File: src/rtl/serial_adder_pkg.sv
// serial_adder_pkg: shared types and helpers for the bit-serial adder.
//   state_t   - controller states (encoding 2'd3 is unused and recovers to IDLE)
//   cnt_width - bit-counter width for a given operand width (minimum 1 bit)
package serial_adder_pkg;

    typedef enum logic [1:0] {
        IDLE = 2'd0,
        RUN  = 2'd1,
        DONE = 2'd2
    } state_t;

    function automatic int cnt_width(input int width);
        return (width > 1) ? $clog2(width) : 1;
    endfunction

endpackage

File: src/rtl/serial_adder_full_add_cell.sv
// full_add_cell: combinational one-bit add cell used by serial_adder.
//   a, b, c : operand bits and carry-in (borrow-in in subtract mode)
//   sub     : present only with SERIAL_ADDER_SUB_EN; 1 selects subtract
//   s       : sum (difference) bit
//   co      : carry-out (borrow-out in subtract mode)
module full_add_cell (
    input  logic a,
    input  logic b,
    input  logic c,
`ifdef SERIAL_ADDER_SUB_EN
    input  logic sub,
`endif
    output logic s,
    output logic co
);

    always_comb begin
        s = a ^ b ^ c;
`ifdef SERIAL_ADDER_SUB_EN
        if (sub) begin
            co = (~a & b) | (~(a ^ b) & c);
        end else begin
            co = (a & b) | (a & c) | (b & c);
        end
`else
        co = (a & b) | (a & c) | (b & c);
`endif
    end

endmodule

File: src/rtl/serial_adder.sv
// serial_adder: bit-serial WIDTH-bit adder, LSB first, one bit per clock.
//   Optional subtract mode under macro SERIAL_ADDER_SUB_EN (adds port sub_in).
// Ports:
//   clk_in   - clock, rising edge
//   rst_n_in - asynchronous active-low reset
//   start_in - start request, accepted only in IDLE
//   a_in     - operand A, sampled on accepted start
//   b_in     - operand B, sampled on accepted start
//   c_in     - carry-in / borrow-in, sampled on accepted start
//   sub_in   - (SERIAL_ADDER_SUB_EN only) 1 = subtract
//   sum_out  - registered result, updated only on completion
//   c_out    - registered carry-out / borrow-out
//   busy_out - high in RUN and DONE
//   done_out - one-cycle completion pulse
module serial_adder
    import serial_adder_pkg::*;
#(
    parameter int WIDTH = 8
) (
    input  logic             clk_in,
    input  logic             rst_n_in,
    input  logic             start_in,
    input  logic [WIDTH-1:0] a_in,
    input  logic [WIDTH-1:0] b_in,
    input  logic             c_in,
`ifdef SERIAL_ADDER_SUB_EN
    input  logic             sub_in,
`endif
    output logic [WIDTH-1:0] sum_out,
    output logic             c_out,
    output logic             busy_out,
    output logic             done_out
);

    localparam int CNT_W = cnt_width(WIDTH);
    localparam logic [CNT_W-1:0] LAST_BIT = CNT_W'(WIDTH - 1);

    state_t           state;
    logic [WIDTH-1:0] a_sh;
    logic [WIDTH-1:0] b_sh;
    logic [WIDTH-1:0] a_next;
    logic             carry;
    logic [CNT_W-1:0] cnt;
    logic             bit_sum;
    logic             bit_co;
`ifdef SERIAL_ADDER_SUB_EN
    logic             sub_q;
`endif

    full_add_cell u_cell (
        .a   (a_sh[0]),
        .b   (b_sh[0]),
        .c   (carry),
`ifdef SERIAL_ADDER_SUB_EN
        .sub (sub_q),
`endif
        .s   (bit_sum),
        .co  (bit_co)
    );

    // The A shift register doubles as the result accumulator: each consumed
    // LSB frees the MSB slot that receives the new sum bit, so after WIDTH
    // shifts it holds the complete result.
    generate
        if (WIDTH == 1) begin : g_acc_w1
            assign a_next = bit_sum;
        end else begin : g_acc_wn
            assign a_next = {bit_sum, a_sh[WIDTH-1:1]};
        end
    endgenerate

    always_ff @(posedge clk_in or negedge rst_n_in) begin
        if (!rst_n_in) begin
            state    <= IDLE;
            a_sh     <= '0;
            b_sh     <= '0;
            carry    <= 1'b0;
            cnt      <= '0;
            sum_out  <= '0;
            c_out    <= 1'b0;
            busy_out <= 1'b0;
            done_out <= 1'b0;
`ifdef SERIAL_ADDER_SUB_EN
            sub_q    <= 1'b0;
`endif
        end else begin
            done_out <= 1'b0;
            case (state)
                IDLE: begin
                    if (start_in) begin
                        a_sh     <= a_in;
                        b_sh     <= b_in;
                        carry    <= c_in;
                        cnt      <= '0;
`ifdef SERIAL_ADDER_SUB_EN
                        sub_q    <= sub_in;
`endif
                        busy_out <= 1'b1;
                        state    <= RUN;
                    end
                end
                RUN: begin
                    a_sh  <= a_next;
                    b_sh  <= b_sh >> 1;
                    carry <= bit_co;
                    cnt   <= cnt + CNT_W'(1);
                    if (cnt == LAST_BIT) begin
                        sum_out  <= a_next;
                        c_out    <= bit_co;
                        done_out <= 1'b1;
                        state    <= DONE;
                    end
                end
                DONE: begin
                    busy_out <= 1'b0;
                    state    <= IDLE;
                end
                default: begin
                    busy_out <= 1'b0;
                    state    <= IDLE;
                end
            endcase
        end
    end

endmodule

File: config.mk
export PLATFORM = sky130hd
export DESIGN_NAME = serial_adder
export DESIGN_NICKNAME = d
export VERILOG_FILES = /design/src/rtl/serial_adder_pkg.sv /design/src/rtl/serial_adder_full_add_cell.sv /design/src/rtl/serial_adder.sv
export SDC_FILE = /design/constraint.sdc
export NUM_CORES = 1
export LEC_CHECK = 0
export CORE_AREA = 2 2 59 61
export CTS_BUF_LIST = sky130_fd_sc_hd__clkbuf_2
export DETAILED_ROUTE_END_ITERATION = 6
export DIE_AREA = 0 0 61 63
export PLACE_DENSITY_LB_ADDON = 0.1
export SYNTH_ARGS = -nofsm -noshare
export SYNTH_HDL_FRONTEND = slang
export SYNTH_SLANG_ARGS = --single-unit
File: constraint.sdc
create_clock -name clk_in -period 3.8 [get_ports clk_in]
set_clock_uncertainty 0.05 [all_clocks]
set_input_delay 0.76 -clock clk_in [delete_from_list [all_inputs] [get_ports clk_in]]
set_output_delay 0.76 -clock clk_in [all_outputs]
set_load 0.005 [all_outputs]
### Word-level counts from Yosys, hierarchy flattened

Cells that the tools add are included.

| storage, ports and cells | value |
|---|---|
| bits in registers | 33 |
| logic and storage cells | 43 |

| operators by class | value |
|---|---|
| equality and inequality tests | 4 |
| multiplexer cells | 15 |
| reductions and logical operators | 6 |
| bitwise gates (word level) | 8 |
| add/sub/neg operators | 1 |

Operators with widths:

| kind | number |
|---|---|
| $pmux W8 S2 | 2 |
| $mux W8 | 2 |
| $reduce_and A2 Y1 | 4 |
| $pmux W3 S2 | 1 |
| $mux W1 | 4 |
| $mux W2 | 2 |
| $ne A2 B2 Y1 const B | 2 |
| $pmux W1 S2 | 2 |
| $pmux W2 S2 | 1 |
| $add A3 B1 Y3 const B | 1 |
| $and A1 B1 Y1 | 3 |
| $eq A3 B3 Y1 const B | 1 |
| $mux W3 | 1 |
| $eq A2 B1 Y1 const B | 1 |
| $logic_not A2 Y1 | 1 |
| $or A1 B1 Y1 | 2 |
| $reduce_bool A2 Y1 | 1 |
| $xor A1 B1 Y1 | 2 |
| $not A1 Y1 | 1 |

### Depth between registers and ports, before layout

| depth | value |
|---|---|
| depth in word-level cells | 4 |
| mapped depth | 5 |
| gate-level depth less buffers | 4 |

### Hierarchy

Synthesis repeated with hierarchy kept, for this count alone.

| second synthesis, totals | value |
|---|---|
| cell total of the unflattened synthesis | 134 |
| area, all modules | 1524.0 sq um |

By module, submodules not included:

| module | times used | cells an instance | sequential area each (sq um) | area an instance (sq um) |
|---|---|---|---|---|
| serial_adder | 1 | 133 | 825.8 | 1503.9 |
| full_add_cell | 1 | 1 | 0.0 | 20.0 |

### Worst setup path before layout

No wires, ideal clock.

| timing path | value |
|---|---|
| path type | input -> register |
| start point | in start_in |
| end point | reg b_sh[0] |
| arrival time | 1.459 ns |
| setup time | 0.123 ns |
| path buffers | 2 |
| cell stages on the path | 4 |
| data required time | 3.627 ns |
| path slack | 2.168 ns |
| path through | clkbuf_2 -> o21ba_2 -> buf_2 -> o221a_2 |

| on the way | value |
|---|---|
| longest elaborated chain between the ends | 2 |

Ends and longest elaborated chain:

| element | RTL line | text |
|---|---|---|
| start: declaration | serial_adder.sv:22 | `input logic start_in,` |
| $ne A2 B2 Y1 (no source line) | n/a |  |
| $reduce_and A2 Y1 (no source line) | n/a |  |
| end signal: assignment | serial_adder.sv:92 | `b_sh <= b_in;` |
| end signal: assignment | serial_adder.sv:104 | `b_sh <= b_sh >> 1;` |
| end: declaration | serial_adder.sv:40 | `logic [WIDTH-1:0] b_sh;` |

No other way between the ends.
A chain may end at the register's enable or synchronous reset.

### Worst setup path in the final report

| timing path | value |
|---|---|
| start point | reg state[0] |
| end point | reg sum_out[0] |

| on the way | value |
|---|---|
| longest elaborated chain between the ends | 2 |

Ends and longest elaborated chain:

| element | RTL line | text |
|---|---|---|
| start: declaration | serial_adder.sv:38 | `state_t state;` |
| start signal: assignment | serial_adder.sv:74 | `state <= IDLE;` |
| start signal: assignment | serial_adder.sv:99 | `state <= RUN;` |
| start signal: assignment | serial_adder.sv:111 | `state <= DONE;` |
| $eq A2 B1 Y1 | serial_adder.sv:88 | `case (state)` |
| $reduce_and A2 Y1 (no source line) | n/a |  |
| end signal: assignment | serial_adder.sv:108 | `sum_out <= a_next;` |
| end: declaration | serial_adder.sv:29 | `output logic [WIDTH-1:0] sum_out,` |

No other way between the ends.

==> report_table.html <==
<table>
<tr><th>Metric</th><th>Value</th></tr>
<tr><th colspan="2">Synthesis</th></tr>
<tr><td>Gate Count Post-Synth</td><td>119</td></tr>
<tr><td>Share of synthesized cell area in full adder, half adder and majority cells</td><td>2.92%</td></tr>
<tr><td>Synth Area in Compound Gates</td><td>13.9%</td></tr>
<tr><td>Cell area after synthesis</td><td>1540 µm²</td></tr>
<tr><td>Xor and xnor area share after synthesis</td><td>0%</td></tr>
<tr><td>Fraction of the mapped netlist area in simple logic gates</td><td>15.4%</td></tr>
<tr><td>Avg Synthesized Cell Area</td><td>13.0 µm²</td></tr>
<tr><td>Main combinational cell family by area after synthesis</td><td>simple AND/OR/NAND/NOR gates</td></tr>
<tr><td>Number of warnings issued by yosys</td><td>0</td></tr>
<tr><td>Count of different cell masters after synthesis</td><td>28</td></tr>
<tr><td>Net Count, Synth</td><td>142</td></tr>
<tr><td>Multiplexer fraction of the synthesized cell area</td><td>7.22%</td></tr>
<tr><td>Sequential cell area fraction in the yosys report</td><td>53.6%</td></tr>
<tr><td>Count of state elements after synthesis</td><td>33</td></tr>
<tr><th colspan="2">Timing</th></tr>
<tr><td>Remaining max-slew budget at the tightest pin</td><td>45.2%</td></tr>
<tr><td>Final min period</td><td>2.18 ns</td></tr>
<tr><td>Slew at the pin closest to its max-slew limit</td><td>0.822 ns</td></tr>
<tr><td>Final number of hold-violating endpoints</td><td>0</td></tr>
<tr><td>Final WS setup</td><td>1.62 ns</td></tr>
<tr><td>Final setup violation count</td><td>0</td></tr>
<tr><td>Peak clock frequency supported by timing</td><td>0.459 GHz</td></tr>
<tr><td>Max Transition Viols Final</td><td>0</td></tr>
<tr><td>Setup TNS</td><td>0 ns</td></tr>
<tr><td>Period utilization</td><td>57.3%</td></tr>
<tr><td>Setup repair after global routing missed its margin</td><td>no</td></tr>
<tr><th colspan="2">CTS</th></tr>
<tr><td>Buffers from clock root to sink, at most</td><td>2</td></tr>
<tr><td>CTS tree</td><td>built</td></tr>
<tr><td>Clk sink count</td><td>33</td></tr>
<tr><td>Hold_buf cts</td><td>0</td></tr>
<tr><td>Clock buffers created by TritonCTS</td><td>5</td></tr>
<tr><td>Clock root buffer master</td><td>clkbuf_2</td></tr>
<tr><td>Clock latency of the later-clocked register in the worst-skew pair</td><td>0.37 ns</td></tr>
<tr><td>Resize count post-CTS</td><td>0</td></tr>
<tr><td>Clock Pin Slew Worst Setup and Hold Paths</td><td>0.16 ns</td></tr>
<tr><td>Post-CTS setup buffer count</td><td>0</td></tr>
<tr><td>Number of levels the H-tree was split into</td><td>2</td></tr>
<tr><th colspan="2">Worst setup path</th></tr>
<tr><td>Depth of the critical timing path with buffers and inverters included</td><td>2</td></tr>
<tr><td>Chain of cells forming the critical path</td><td>nand3b_1 -&gt; mux2_1</td></tr>
<tr><td>Kind of cell with the highest combined delay on the critical path</td><td>flip-flops</td></tr>
<tr><td>CP arrival</td><td>2.39 ns</td></tr>
<tr><td>Data required time at the worst endpoint</td><td>4.01 ns</td></tr>
<tr><td>Crit path buf inv count</td><td>0</td></tr>
<tr><td>CP max stage delay</td><td>0.90 ns</td></tr>
<tr><td>Class of the most critical setup path</td><td>flip-flop to flip-flop</td></tr>
<tr><td>Critical Path Slowest Stage Cell</td><td>dfrtp_1</td></tr>
<tr><td>Startpoint Class</td><td>flip-flop</td></tr>
<tr><td>Crit-path max FO</td><td>30</td></tr>
<tr><td>R2R depth</td><td>2</td></tr>
<tr><td>CP Capture Type</td><td>flip-flop</td></tr>
<tr><th colspan="2">Min path</th></tr>
<tr><td>Hold Crit Class</td><td>flip-flop to flip-flop</td></tr>
<tr><td>Instance count along the most critical hold path</td><td>1</td></tr>
<tr><th colspan="2">Floorplan</th></tr>
<tr><td>Initial Util</td><td>47.7%</td></tr>
<tr><td>Vertical extent of the die</td><td>63 µm</td></tr>
<tr><td>Die Area</td><td>3840 µm²</td></tr>
<tr><td>Area of the core</td><td>3230 µm²</td></tr>
<tr><td>Num rows</td><td>21</td></tr>
<tr><td>Top-Level Pins</td><td>31</td></tr>
<tr><td>Die span in x</td><td>61 µm</td></tr>
<tr><th colspan="2">Detailed routing</th></tr>
<tr><td>Routed WL</td><td>2900 µm</td></tr>
<tr><td>Number of iterations in the first detailed-routing pass</td><td>4</td></tr>
<tr><td>Average routed wire per standard cell</td><td>15.0 µm</td></tr>
<tr><td>Via/cell ratio</td><td>5.46</td></tr>
<tr><td>Number of DRC markers after the initial detailed-route iteration</td><td>74</td></tr>
<tr><td>Total via count after detailed routing</td><td>1054</td></tr>
<tr><td>Antenna Violating Nets Remaining</td><td>0</td></tr>
<tr><td>DRC violation count after routing</td><td>0</td></tr>
<tr><th colspan="2">Cells and area</th></tr>
<tr><td>Design Area, Final</td><td>1880 µm²</td></tr>
<tr><td>Area growth, synth to finish</td><td>21.8%</td></tr>
<tr><td>Fraction of layout instances using a drive strength above 1</td><td>17.0%</td></tr>
<tr><td>Final net count</td><td>169</td></tr>
<tr><td>Diode insertion count for antenna repair</td><td>0</td></tr>
<tr><td>Utilization after layout</td><td>58.1%</td></tr>
<tr><td>Commonest non-fill, non-tap cell in the layout</td><td>dfrtp_1</td></tr>
<tr><td>Most frequent cells in the layout</td><td>dfrtp_1 (33), clkdlybuf4s50_1 (30), inv_1 (10)</td></tr>
<tr><th colspan="2">Placed design</th></tr>
<tr><td>RePlAce Congestion</td><td>0.739</td></tr>
<tr><td>Hpwl dp</td><td>1870 µm</td></tr>
<tr><td>Count of port buffers added during placement</td><td>30</td></tr>
<tr><td>Dpl ws</td><td>1.38 ns</td></tr>
<tr><td>Instance area at placement</td><td>1840 µm²</td></tr>
<tr><th colspan="2">GRT</th></tr>
<tr><td>Largest net degree at the start of global routing</td><td>34</td></tr>
<tr><td>Antenna violations before repair</td><td>0</td></tr>
<tr><td>Total congestion overflow</td><td>0</td></tr>
<tr><td>Vias in the first global route</td><td>1081</td></tr>
<tr><td>Wire length of the first global-routing pass</td><td>5020 µm</td></tr>
<tr><td>GRT Total Usage</td><td>17.4%</td></tr>
<tr><th colspan="2">Power</th></tr>
<tr><td>LEAKAGE</td><td>0.780 nW</td></tr>
<tr><td>Worst vdd rail ir drop</td><td>0.346 mV</td></tr>
<tr><td>Pwr Density</td><td>695 nW/µm²</td></tr>
<tr><th colspan="2">Job</th></tr>
<tr><td>Max-cap violations</td><td>0</td></tr>
<tr><th colspan="2">Outcome</th></tr>
<tr><td>Outcome</td><td>finished, final reports clean</td></tr>
</table>
[metrics by stage]
stage	hold slack, ns	power (W)	std cells
3_5_place_dp	0.432	0.00115	185
5_1_grt	0.469	0.00141	193
2_1_floorplan	0.407	0.000966	119
4_1_cts	0.456	0.00132	193
3_3_place_gp	0.422	0.00113	185
6_report	0.449	0.00130	193
[per-layer routing]
layer | vias up | GRT usage (%) | share of wire (%)
met5 | - | 0 | 0
met4 | 0 | 7.34 | 2.1
met3 | 8 | 4.76 | 5.1
met2 | 26 | 24.9 | 45
met1 | 515 | 24.5 | 48
li1 | 505 | - | -
[synth_stat cells (all sizes together)]
cell	number	area (µm²)
o311ai	1	8.76
buf	7	52.5
fa	1	20.0
nand2b	3	18.8
nor4b	7	61.3
inv	10	37.5
or4b	9	90.1
a211oi	5	37.5
mux2i	1	10.0
o221a	9	101
a21oi	2	10.0
ha	2	25.0
o21bai	1	11.3
dfrtp	33	826
nand2	2	7.51
clkbuf	4	17.5
nor3b	5	37.5
mux2	9	101
o21ba	1	10.0
or3b	1	8.76
nor2b	1	6.26
nand3b	1	7.51
a221oi	2	17.5
a22o	2	17.5
[logic make-up (layout without fill, tap and decap cells)]
| family | Yosys count | in the layout |
|---|---|---|
| DFF | 33 | 33 |
| AOI/OAI and AO/OA | 23 | 23 |
| adders and majority gates | 3 | 3 |
| and+or+nand+nor | 29 | 29 |
| muxes | 10 | 10 |
| buffers and inverters | 21 | 49 |
[power by group]
group	switching, W	total (W)	internal [W]
Combinational	0.000180	0.000494	0.000314
Clock	0.000114	0.000168	0.0000543
Sequential	0.000134	0.000641	0.000507
[cell type report]
| cell class | count | area [µm²] |
|---|---|---|
| clock buffers | 8 | 40.0 |
| fillers | 285 | 1360 |
| inverters | 10 | 37.5 |
| multi-input cells | 65 | 608 |
| flip-flops and latches | 33 | 826 |
| well taps | 46 | 57.6 |
| repair buffers | 31 | 308 |
[registers in the layout (all words and copies together), names as in the netlist]
register and flops:
a_sh 8, c_out 1, busy_out 1, cnt 3
done_out 1, sum_out 8, state 2, b_sh 8
carry 1
[path summary, 6_finish.rpt]
path	start	endpoint	slack, ns
worst max register to register	state[0]$_DFFE_PN0P_	sum_out[0]$_DFFE_PN0P_	1.62
worst min register to register	cnt[0]$_DFFE_PN0P_	cnt[0]$_DFFE_PN0P_	0.45
worst max-delay path	state[0]$_DFFE_PN0P_	sum_out[0]$_DFFE_PN0P_	1.62
worst min-delay path	cnt[0]$_DFFE_PN0P_	cnt[0]$_DFFE_PN0P_	0.45
min in group asynchronous	rst_n_in	b_sh[2]$_DFFE_PN0P_	0.70
max in group asynchronous	rst_n_in	sum_out[3]$_DFFE_PN0P_	2.67
(Power assumes the default switching activity.)
